<file path="config.mk">
export PLATFORM = sky130hd
export DESIGN_NAME = gb_timer
export DESIGN_NICKNAME = d
export VERILOG_FILES = /design/src/rtl/gb_timer.sv
export SDC_FILE = /design/constraint.sdc
export NUM_CORES = 1
export LEC_CHECK = 0
export ABC_AREA = 1
export BUFFER_PORTS_ARGS = -buffer_cell sky130_fd_sc_hd__buf_2
export CELL_PAD_IN_SITES_DETAIL_PLACEMENT = 1
export CELL_PAD_IN_SITES_GLOBAL_PLACEMENT = 2
export CORE_MARGIN = 1.5
export CORE_UTILIZATION = 24
export CTS_BUF_LIST = sky130_fd_sc_hd__clkbuf_2
export DETAILED_ROUTE_END_ITERATION = 8
export HOLD_SLACK_MARGIN = 0.06
export PLACE_DENSITY = 0.67
export RECOVER_POWER = 25
export SYNTH_ARGS = -nofsm -noshare
export SYNTH_HDL_FRONTEND = slang
export SYNTH_SLANG_ARGS = --single-unit
</file>
<file path="constraint.sdc">
create_clock -name clock -period 2.2 [get_ports clock]
set_input_delay 0 -clock clock [delete_from_list [all_inputs] [get_ports clock]]
set_output_delay 0 -clock clock [all_outputs]
set_load 0.02 [all_outputs]
</file>
<file path="src/rtl/gb_timer.sv">
// Game Boy style DIV/TIMA/TMA/TAC timer with falling-edge TIMA increment,
// delayed overflow reload and a one-clock interrupt request.
module gb_timer #(
   parameter logic [15:0] BASE_ADDR = 16'hFF04
) (
   input  logic        clock,
   input  logic        reset,
   input  logic [15:0] cpu_addr,
   input  logic [7:0]  cpu_data_in,
   input  logic        cpu_wren,
   output logic [7:0]  data_out,
   output logic        hit,
   output logic        timer_int
);

   typedef enum logic [1:0] {RUN, OVF_WAIT, RELOAD} state_t;

   state_t      state_q, state_d;
   logic [15:0] sys_cnt_q, sys_cnt_d;
   logic [7:0]  tima_q, tima_d;
   logic [7:0]  tma_q, tma_d;
   logic [2:0]  tac_q, tac_d;
   logic [1:0]  ovf_cnt_q, ovf_cnt_d;
   logic        prev_inc_q;
   logic        timer_int_q, timer_int_d;

   logic [15:0] offs;
   logic        wr_div, wr_tima, wr_tma, wr_tac;
   logic        tap, inc, fall;

   assign offs    = cpu_addr - BASE_ADDR;
   assign hit     = (offs[15:2] == 14'd0);
   assign wr_div  = cpu_wren & hit & (offs[1:0] == 2'd0);
   assign wr_tima = cpu_wren & hit & (offs[1:0] == 2'd1);
   assign wr_tma  = cpu_wren & hit & (offs[1:0] == 2'd2);
   assign wr_tac  = cpu_wren & hit & (offs[1:0] == 2'd3);

   always_comb begin
      case (tac_q[1:0])
         2'b00:   tap = sys_cnt_q[9];
         2'b01:   tap = sys_cnt_q[3];
         2'b10:   tap = sys_cnt_q[5];
         default: tap = sys_cnt_q[7];
      endcase
   end

   assign inc  = tac_q[2] & tap;
   // Any 1->0 of inc counts, including those caused by DIV/TAC writes.
   assign fall = prev_inc_q & ~inc;

   always_comb begin
      sys_cnt_d   = wr_div ? 16'h0000 : sys_cnt_q + 16'd1;
      tma_d       = wr_tma ? cpu_data_in : tma_q;
      tac_d       = wr_tac ? cpu_data_in[2:0] : tac_q;
      tima_d      = tima_q;
      state_d     = state_q;
      ovf_cnt_d   = ovf_cnt_q;
      timer_int_d = 1'b0;
      case (state_q)
         RUN: begin
            if (wr_tima) begin
               tima_d = cpu_data_in;
            end else if (fall) begin
               if (tima_q == 8'hFF) begin
                  tima_d    = 8'h00;
                  state_d   = OVF_WAIT;
                  ovf_cnt_d = 2'd0;
               end else begin
                  tima_d = tima_q + 8'd1;
               end
            end
         end
         OVF_WAIT: begin
            if (wr_tima) begin
               tima_d  = cpu_data_in;
               state_d = RUN;
            end else if (ovf_cnt_q == 2'd3) begin
               tima_d      = tma_d;
               state_d     = RELOAD;
               timer_int_d = 1'b1;
            end else begin
               ovf_cnt_d = ovf_cnt_q + 2'd1;
            end
         end
         RELOAD: begin
            // TIMA tracks TMA (including a same-cycle TMA write); TIMA writes are dropped.
            tima_d  = tma_d;
            state_d = RUN;
         end
         default: state_d = RUN;
      endcase
   end

   always_ff @(posedge clock or negedge reset) begin
      if (!reset) begin
         state_q     <= RUN;
         sys_cnt_q   <= 16'h0000;
         tima_q      <= 8'h00;
         tma_q       <= 8'h00;
         tac_q       <= 3'b000;
         ovf_cnt_q   <= 2'd0;
         prev_inc_q  <= 1'b0;
         timer_int_q <= 1'b0;
      end else begin
         state_q     <= state_d;
         sys_cnt_q   <= sys_cnt_d;
         tima_q      <= tima_d;
         tma_q       <= tma_d;
         tac_q       <= tac_d;
         ovf_cnt_q   <= ovf_cnt_d;
         prev_inc_q  <= inc;
         timer_int_q <= timer_int_d;
      end
   end

   assign timer_int = timer_int_q;

   always_comb begin
      data_out = 8'hFF;
      if (hit) begin
         case (offs[1:0])
            2'd0:    data_out = sys_cnt_q[15:8];
            2'd1:    data_out = tima_q;
            2'd2:    data_out = tma_q;
            default: data_out = {5'b11111, tac_q};
         endcase
      end
   end

endmodule

</file>
==> impl_results.md, run 1 <==
* Post-synthesis register bit count at 41
* Pwr Density at 746 nW/um^2
* Final Slew Violations at 0
* Via count at 3049
* Hold Crit Start: cpu_addr[0]
* Min cycle time layout at 1.97 ns
* Vias in the first global route at 3208
* First-pass GRT wire length at 16200 um
* Wire per inst at 13.7 um
* Hold crit path type: primary input to register
* Row count at 40
* Ant. Diodes at 0
* # H-tree levels at 2
* CTS tree: built
* DP Cell Count at 672
* Final Hold Fails at 0
* Unique masters post-synth at 33
* Clock Pin Slew Worst Setup and Hold Paths at 0.24 ns
* Buf/Inv on CP at 1
* RD Place Congestion at 0.766
* Max IR drop VDD at 0.713 mV
* CTS Buffer Depth at 2
* Fmax at 508 MHz
* Layout Cells excl Fill at 695
* Worst Setup SP: tima_q[0]
* Vias per cell at 4.39
* Fin crit share at 89.5%
* Post-Syn Nets at 501
* Worst R2R Setup Slack at 0.23 ns
* Gr ovfl total at 0
* Startpoint Class: register
* Fraction of layout cells with a size suffix above 1 at 15.4%
* Setup crit end kind: register
* Worst slew pin tran at 1.28 ns
* Avg Inst Size Synth at 6.49 sq um
* GRT Resource Usage Total at 15.7%
* Crit path kind: register to register
* Most used cell, CP: nand2_1
* Routed Antenna Nets at 0
* Synth Flop Type: dfrtp_1
* Req. time, crit path at 2.56 ns
* CP Max Fanout at 4
* Total Neg Setup Slack at 0 ns
* Mapped cell area at 3030 sq um
* CP arrival at 2.33 ns
* Core footprint at 12200 sq um
* Sequential area share after synthesis at 33.9%
* Full die area at 13300 sq um
* # nets final at 560
* Largest net degree at the start of global routing at 21
* Number of flops mapped to enable cells by yosys at 0
* Final wirelength at 9550 um
* First-pass iteration count of the detailed router at 4
* Drt drc at 0
* Top Ports at 37
* RSZ-0062 raised after global routing: true
* Port Buffers at 36
* HPWL after DPL at 7720 um
* Initial core utilization at 24.9%
* CP delay by family, top: simple AND/OR/NAND/NOR gates
* Synth warn at 0
* Post-synthesis async set-or-reset flop share at 100%
* Final number of setup-violating endpoints at 0
* Worst path max stage delay at 0.44 ns
* CTS sink count at 41
* Post-Synthesis Cells at 467
* Rel. slew slack at 14.3%
* Initial drt markers at 91
* Cts bufs inserted at 5
* Width of the die at 115 um
* Reg2reg start: tima_q[0]
* Worst-Skew Late Latency at 0.43 ns
* Root Driver: clkbuf_2
* Die height at 115 um
* P_leak at 0.00198 uW
* Max Cap Viol at 0
* Initial antenna violation count at 0
* Worst Skew at 0.0271 ns
* Status: finished, final reports clean
* CP max stage cell: dfrtp_1
* Area Growth Syn to Fin at 21.1%
* Critical Path, Cell by Cell: ha_1 -> nand3_1 -> nor3_2 -> nand3_2 -> inv_1 -> nand4_1 -> nand2_1 -> nand2_1 -> nand2_1 -> o21ai_1
==> kinds of logic (layout without fill, tap and decap cells) <==
group                      Yosys count  after routing  share of synthesized area (%)
buffers and inverters              103            163                           13.7
xor gates and xnor gates             4              4                           1.16
adders and majority gates            7              7                           2.89
and+or+nand+nor                    267            267                           40.2
AOI/OAI and AO/OA                   45             45                           8.18
DFF                                 41             41                           33.9
==> final timing paths <==
path	depth (start not counted)	endpoint
worst max-delay path	10	state_q[1]
worst min-delay path	5	tma_q[2]
worst max register to register	10	state_q[1]
worst min register to register	2	ovf_cnt_q[1]
max in group asynchronous	4	sys_cnt_q[15]
min in group asynchronous	3	sys_cnt_q[5]
==> what timing repair did <==
item,CTS,global route
resized for setup,0,8
hold endpoints to repair,62,0
setup buffers,0,1
endpoints found under the setup margin,0,28
hold buffers,15,0
==> synthesized netlist by cell type (3+ instances only) <==
cell type / instances / area (sq um)
nor2_2: 8 / 50.1
nor3_1: 4 / 20.0
nand2_1: 145 / 544
clkinv_1: 5 / 18.8
inv_1: 88 / 330
nand3_2: 3 / 30.0
a21oi_1: 10 / 50.1
o21ai_1: 13 / 65.1
ha_1: 7 / 87.6
nand2_2: 3 / 18.8
nand3b_1: 7 / 52.6
o22ai_1: 5 / 31.3
nor2_1: 43 / 161
nand3_1: 35 / 175
buf_2: 3 / 15.0
o21ai_0: 12 / 60.1
nand4_1: 11 / 68.8
xor2_1: 3 / 26.3
o2111ai_1: 3 / 26.3
dfrtp_1: 41 / 1030
==> routing by layer <==
metal	wire length (um)	global-route usage (%)
met1	4760	21.7
met2	4490	25.6
met3	185	2.58
met4	107	3.54
met5	0	0
==> final cells by class <==
class	count	area (sq um)
repair buffers	60	393
clock buffers	6	30.0
inverters	95	358
multi-input cells	323	1620
fillers	1565	8490
clock inverters	2	33.8
flip-flops and latches	41	1030
well taps	168	210
==> cell usage in the layout, fill, tap and decap left out, types with 7 or more instances in the layout <==
cell type      instances
a21oi_1               10
nor2_1                39
dfrtp_1               41
nand2_1              145
dlygate4sd3_1         14
buf_4                 10
o21ai_0               12
ha_1                   7
nand3_1               33
inv_1                 88
nand3b_1               7
nand4_1               11
buf_2                 34
nor2_2                12
o21ai_1               13
==> power breakdown <==
group / switching (uW) / internal [uW]
logic: 822 / 439
registers: 133 / 884
clock network: 267 / 194
total: 1220 / 1520
==> through the flow <==
| stage | power (uW) | util, % | cell area [sq um] | setup WS (ns) | hold slack (ns) |
|---|---|---|---|---|---|
| finish | 2740 | 30.2 | 3670 | 0.231 | 0.172 |
| global route | 3030 | 30.2 | 3670 | -0.0637 | 0.178 |
| floorplan | 1900 | - | 3030 | 0.392 | -0.296 |
| detailed placement | 2280 | 28.2 | 3430 | 0.0944 | 0.0148 |
| global placement | 2270 | 28.2 | 3430 | 0.0880 | 0.00712 |
| CTS | 2780 | 30.0 | 3640 | 0.0267 | 0.122 |
==> tightest hold or removal path: stages <==
cell	delay [ns]
buf_2	0.18
nor2_1	0.16
nand4_1	0.12
nand2_1	0.06
clkinv_1	0.05
==> state kept, by name (all words and copies together) (netlist names) <==
signal and flops:
prev_inc_q 1, timer_int 1, ovf_cnt_q 2, tima_q 8, tma_q 8, sys_cnt_q 16, tac_q 3, state_q 2
Note: power is estimated with default switching activity, not from simulation.
==> inputs of run 2 (changes only) <==
- CORE_UTILIZATION: 24 -> 33
- PLACE_DENSITY: 0.67 -> 0.87
==> impl_results.md, run 2 (synthesis gave the netlist of run 1 again) <==
* Status: finished with violations
* Failing checks: design-rule violations
* Min cycle time layout at 2.01 ns
* # H-tree levels at 2
* Max IR drop VDD at 0.510 mV
* Worst slew pin tran at 1.16 ns
* Port Buffers at 36
* Setup crit end kind: register
* Worst-Skew Late Latency at 0.42 ns
* # nets final at 560
* Rel. slew slack at 22.7%
* Max FFs per register at 16
* Final Slew Violations at 0
* Wire per inst at 13.8 um
* DP Cell Count at 612
* End point of the critical path: sys_cnt_q[14]
* Area Growth Syn to Fin at 17.9%
* Worst Skew at 0.0270 ns
* Worst setup margin at 0.195 ns
* HPWL after DPL at 7090 um
* Crit path kind: register to register
* Critical R2R Capture: sys_cnt_q[14]
* Die height at 98.8 um
* Final Hold Fails at 0
* Layout Cells excl Fill at 635
* Via count at 3068
* CTS Buffer Depth at 2
* Fraction of layout cells with a size suffix above 1 at 15.6%
* Hold crit path type: primary input to register
* Leading cell type in the layout, fill and taps excluded: nand2_1
* Worst Setup SP: sys_cnt_q[0]
* Most frequent cells in the layout: 145 x nand2_1, 87 x inv_1, 41 x dfrtp_1, 36 x nor2_1
* Width of the die at 98.8 um
* Drt drc at 2
* Row count at 34
* Largest regs: sys_cnt_q: 16 flops, tima_q: 8 flops, tma_q: 8 flops
* Cts bufs inserted at 5
* Full die area at 9760 sq um
* CP arrival at 2.32 ns
* Ant. Diodes at 0
* Place WS at 0.116 ns
* Largest net degree at the start of global routing at 20
* Final wirelength at 8780 um
* Max Cap Viol at 0
* Final number of setup-violating endpoints at 0
* Reg2reg start: sys_cnt_q[0]
* Fin crit share at 91.1%
* P_leak at 0.00199 uW
* Root Driver: clkbuf_2
* CTS tree: built
* Core footprint at 8810 sq um
* CTS sink count at 41
* Clock Pin Slew Worst Setup and Hold Paths at 0.23 ns
* Req. time, crit path at 2.51 ns
* Initial drt markers at 112
* GRT Resource Usage Total at 18.8%
* Pwr Density at 721 nW/um^2
* R2R cell count at 16
* CP Max Fanout at 3
* Top Ports at 37
* RD Place Congestion at 0.852
* Final Power at 2580 uW
* First-pass iteration count of the detailed router at 6
* Fmax at 499 MHz
* Initial antenna violation count at 0
* Gr ovfl total at 0
* Worst R2R Setup Slack at 0.19 ns
* Vias per cell at 4.83
* First-pass GRT wire length at 14800 um
* Initial core utilization at 34.4%
* RSZ-0062 raised after global routing: true
* Largest Register: sys_cnt_q
* Startpoint Class: register
* Vias in the first global route at 3181
* Routed Antenna Nets at 0
* Fill cells at 1197
run 2: changes by cell type in the layout (fill, tap and decap cells not counted), moves of 2 or more:
cell and change:
nor2_1 -3, nor2_2 +3, buf_4 -2, nand3_1 +2
nand3_2 -2
run 2: worst min-delay path by stage:
stage          cells past startpoint            to        start
6_report                           6      tma_q[0]  cpu_addr[0]
3_3_place_gp                       1      tac_q[1]        reset
5_1_grt                            6      tma_q[0]  cpu_addr[0]
2_1_floorplan                      0  ovf_cnt_q[0]        reset
4_1_cts                            3  sys_cnt_q[3]        reset
3_5_place_dp                       1      tac_q[1]        reset
run 2: timing repair:
action	in CTS	in global routing
hold endpoints to repair	59	0
gates resized for setup	0	13
setup buffers	0	1
hold buffers	14	0
endpoints found under the setup margin	0	5
run 2: where the power goes:
part | total [uW] | switching [uW] | internal (uW)
logic | 1240 | 813 | 431
registers | 1010 | 123 | 884
clock network | 325 | 256 | 69.5
run 2: layout make-up:
class / instances / area, sq um / share of cell area, %
Multi-Input combinational cell: 323 / 1630 / 45.6
Sequential cell: 41 / 1030 / 28.7
Timing Repair Buffer: 60 / 387 / 10.8
Inverter: 95 / 358 / 10.0
Tap cell: 108 / 135 / 3.78
Clock buffer: 5 / 25.0 / 0.701
Clock inverter: 3 / 12.5 / 0.350
run 2: layer usage:
metal	vias up	part of all wire (%)	global-route usage, %
li1	1563	-	-
met1	1468	50	25.8
met2	28	47	32.0
met3	9	2.2	2.41
met4	0	0.74	3.74
met5	-	0	0
run 2: worst max-delay path: stages, from the launching register on:
cell and delay, ns:
dfrtp_1 0.42, ha_1 0.17, nand2_1 0.05, inv_1 0.06
nand2_1 0.07, nor2_1 0.12, nand2_1 0.09, nor2_2 0.09
nand2_1 0.08, nor2_2 0.11, nand2_1 0.08, nor2_2 0.10
inv_2 0.06, nor3_4 0.19, nand3_1 0.09, nand2_1 0.06
a21oi_1 0.04
run 2: per-stage QoR:
step                      hold slack (ns)  TNS, ns  utilization (%)  cell area [sq um]
after floorplan                    -0.296        0                -               3030
after global placement             -0.137        0             38.1               3360
after detailed placement           -0.134        0             38.1               3360
after CTS                          0.0767        0             40.1               3530
after global routing                0.209  -0.0385             40.6               3570
final                               0.208        0             40.6               3570
==> inputs of run 3 (changes only) <==
- GPL_TIMING_DRIVEN: not set -> 0
==> impl_results.md, run 3 (synthesis gave the netlist of run 1 again) <==
* Vias per cell at 4.85
* Routed Antenna Nets at 0
* Status: finished with violations
* Max IR drop VDD at 0.558 mV
* CP arrival at 2.42 ns
* GRT Resource Usage Total at 19.7%
* Leading cell type in the layout, fill and taps excluded: nand2_1
* Placed inst area at 3330 sq um
* Via count at 3068
* Largest net degree at the start of global routing at 42
* Largest Register: sys_cnt_q
* Req. time, crit path at 2.51 ns
* Max FFs per register at 16
* Largest regs: sys_cnt_q: 16 flops, tima_q: 8 flops, tma_q: 8 flops
* Width of the die at 98.8 um
* DP Cell Count at 609
* Top Ports at 37
* CTS Buffer Depth at 2
* Hold crit path type: primary input to register
* Total Neg Setup Slack at 0 ns
* Final wirelength at 9040 um
* Final Hold Fails at 0
* Row count at 34
* HPWL after DPL at 7100 um
* Drt drc at 2
* Most frequent cells in the layout: 140 x nand2_1, 86 x inv_1, 41 x dfrtp_1, 35 x nor2_1, 35 x buf_2
* Startpoint Class: register
* Final Slew Violations at 0
* Initial core utilization at 34.4%
* First-pass GRT wire length at 15400 um
* Layout Cells excl Fill at 633
* RSZ-0062 raised after global routing: true
* Vias in the first global route at 3096
* # H-tree levels at 2
* Fill cells at 1175
* Root Driver: clkbuf_2
* Min cycle time layout at 2.11 ns
* Gr ovfl total at 0
* Worst Skew at 0.0239 ns
* Worst slew pin tran at 1.11 ns
* Rel. slew slack at 26.1%
* P_leak at 0.00199 uW
* Pwr Density at 762 nW/um^2
* CTS tree: built
* Failing checks: design-rule violations
* Core footprint at 8810 sq um
* Fmax at 475 MHz
* Worst hold margin at 0.145 ns
* Fraction of layout cells with a size suffix above 1 at 17.7%
* First-pass iteration count of the detailed router at 6
* Cts bufs inserted at 5
* Die height at 98.8 um
* Wire per inst at 14.3 um
* Area Growth Syn to Fin at 19.8%
* Max Cap Viol at 0
* Initial antenna violation count at 0
* R2R cell count at 16
* Critical R2R Capture: sys_cnt_q[14]
* Worst-Skew Late Latency at 0.41 ns
* Fin crit share at 95.8%
* Cells on Worst Hold Path at 3
* Reg2reg start: sys_cnt_q[0]
* CTS sink count at 41
* # nets final at 559
* Worst R2R Setup Slack at 0.09 ns
* Initial drt markers at 91
* Hold Crit Start: cpu_addr[0]
* Setup crit end kind: register
* Ant. Diodes at 0
* CP Max Fanout at 3
* Port Buffers at 34
* RD Place Congestion at 0.866
* Clock Pin Slew Worst Setup and Hold Paths at 0.23 ns
* Crit path kind: register to register
* Final number of setup-violating endpoints at 0
* Full die area at 9760 sq um
* Post-Layout Inst Area at 3630 sq um
* Hold EP: tac_q[2]
run 3: cell types whose count changed in the layout (fill, tap and decap cells not counted), sizes merged:
cell and change:
clkinv -2, bufinv +1, dlygate4sd3 -1
run 3: repair_timing:
action | CTS | global route
cloned | 0 | 0
buffers inserted | 0 | 4
setup endpoints to repair | 1 | 8
endpoints found under the hold margin | 59 | 0
gates resized for setup | 1 | 23
pin swaps | 0 | 11
hold buffers | 13 | 0
run 3: worst max-delay path by stage:
stage	startpoint	to	cells after the start
after floorplan	sys_cnt_q[0]	sys_cnt_q[14]	16
after global placement	sys_cnt_q[0]	sys_cnt_q[14]	16
after detailed placement	sys_cnt_q[0]	sys_cnt_q[14]	16
after CTS	sys_cnt_q[0]	sys_cnt_q[14]	16
after global routing	sys_cnt_q[0]	sys_cnt_q[14]	16
final	sys_cnt_q[0]	sys_cnt_q[14]	16
run 3: cell type report:
type	instances	area (sq um)	share of cell area (%)
Clock buffer	5	25.0	0.689
Sequential cell	41	1030	28.3
Tap cell	108	135	3.72
Multi-Input combinational cell	323	1670	45.9
Clock inverter	2	35.0	0.965
Buffer	8	56.3	1.55
Timing Repair Buffer	51	329	9.07
Inverter	95	358	9.86
run 3: worst max-delay path, cell delays in order (launching register included):
cell and delay [ns]:
dfrtp_1 0.46, ha_2 0.21, nand2_2 0.05, inv_2 0.06
nand2_2 0.06, nor2_2 0.13, nand2_2 0.08, nor2_4 0.12
nand2_2 0.08, nor2_4 0.12, nand2_2 0.07, nor2_2 0.12
inv_2 0.07, nor3_4 0.18, nand3_1 0.10, nand2_1 0.07
a21oi_1 0.04
run 3: through the flow:
stage               utilization (%)  power [uW]  setup slack, ns
floorplan                         -        1900            0.392
global placement               37.9        2230            0.108
detailed placement             37.9        2290          -0.0329
CTS                            40.1        2760           0.0327
global route                   41.2        3040          -0.0760
finish                         41.2        2770           0.0928
run 3: metal layers:
layer	vias to the layer above	GRT usage (%)	wire [um]
li1	1559	-	-
met1	1468	27.1	4430
met5	-	0	0
met2	33	33.5	4330
met4	0	3.19	62
met3	8	2.77	216
run 3: power by group:
group          switching (uW)  leakage (uW)  internal, uW
Combinational             864       0.00145           441
Sequential                125      0.000504           884
Clock                     267     0.0000388           184
Total                    1260       0.00199          1510
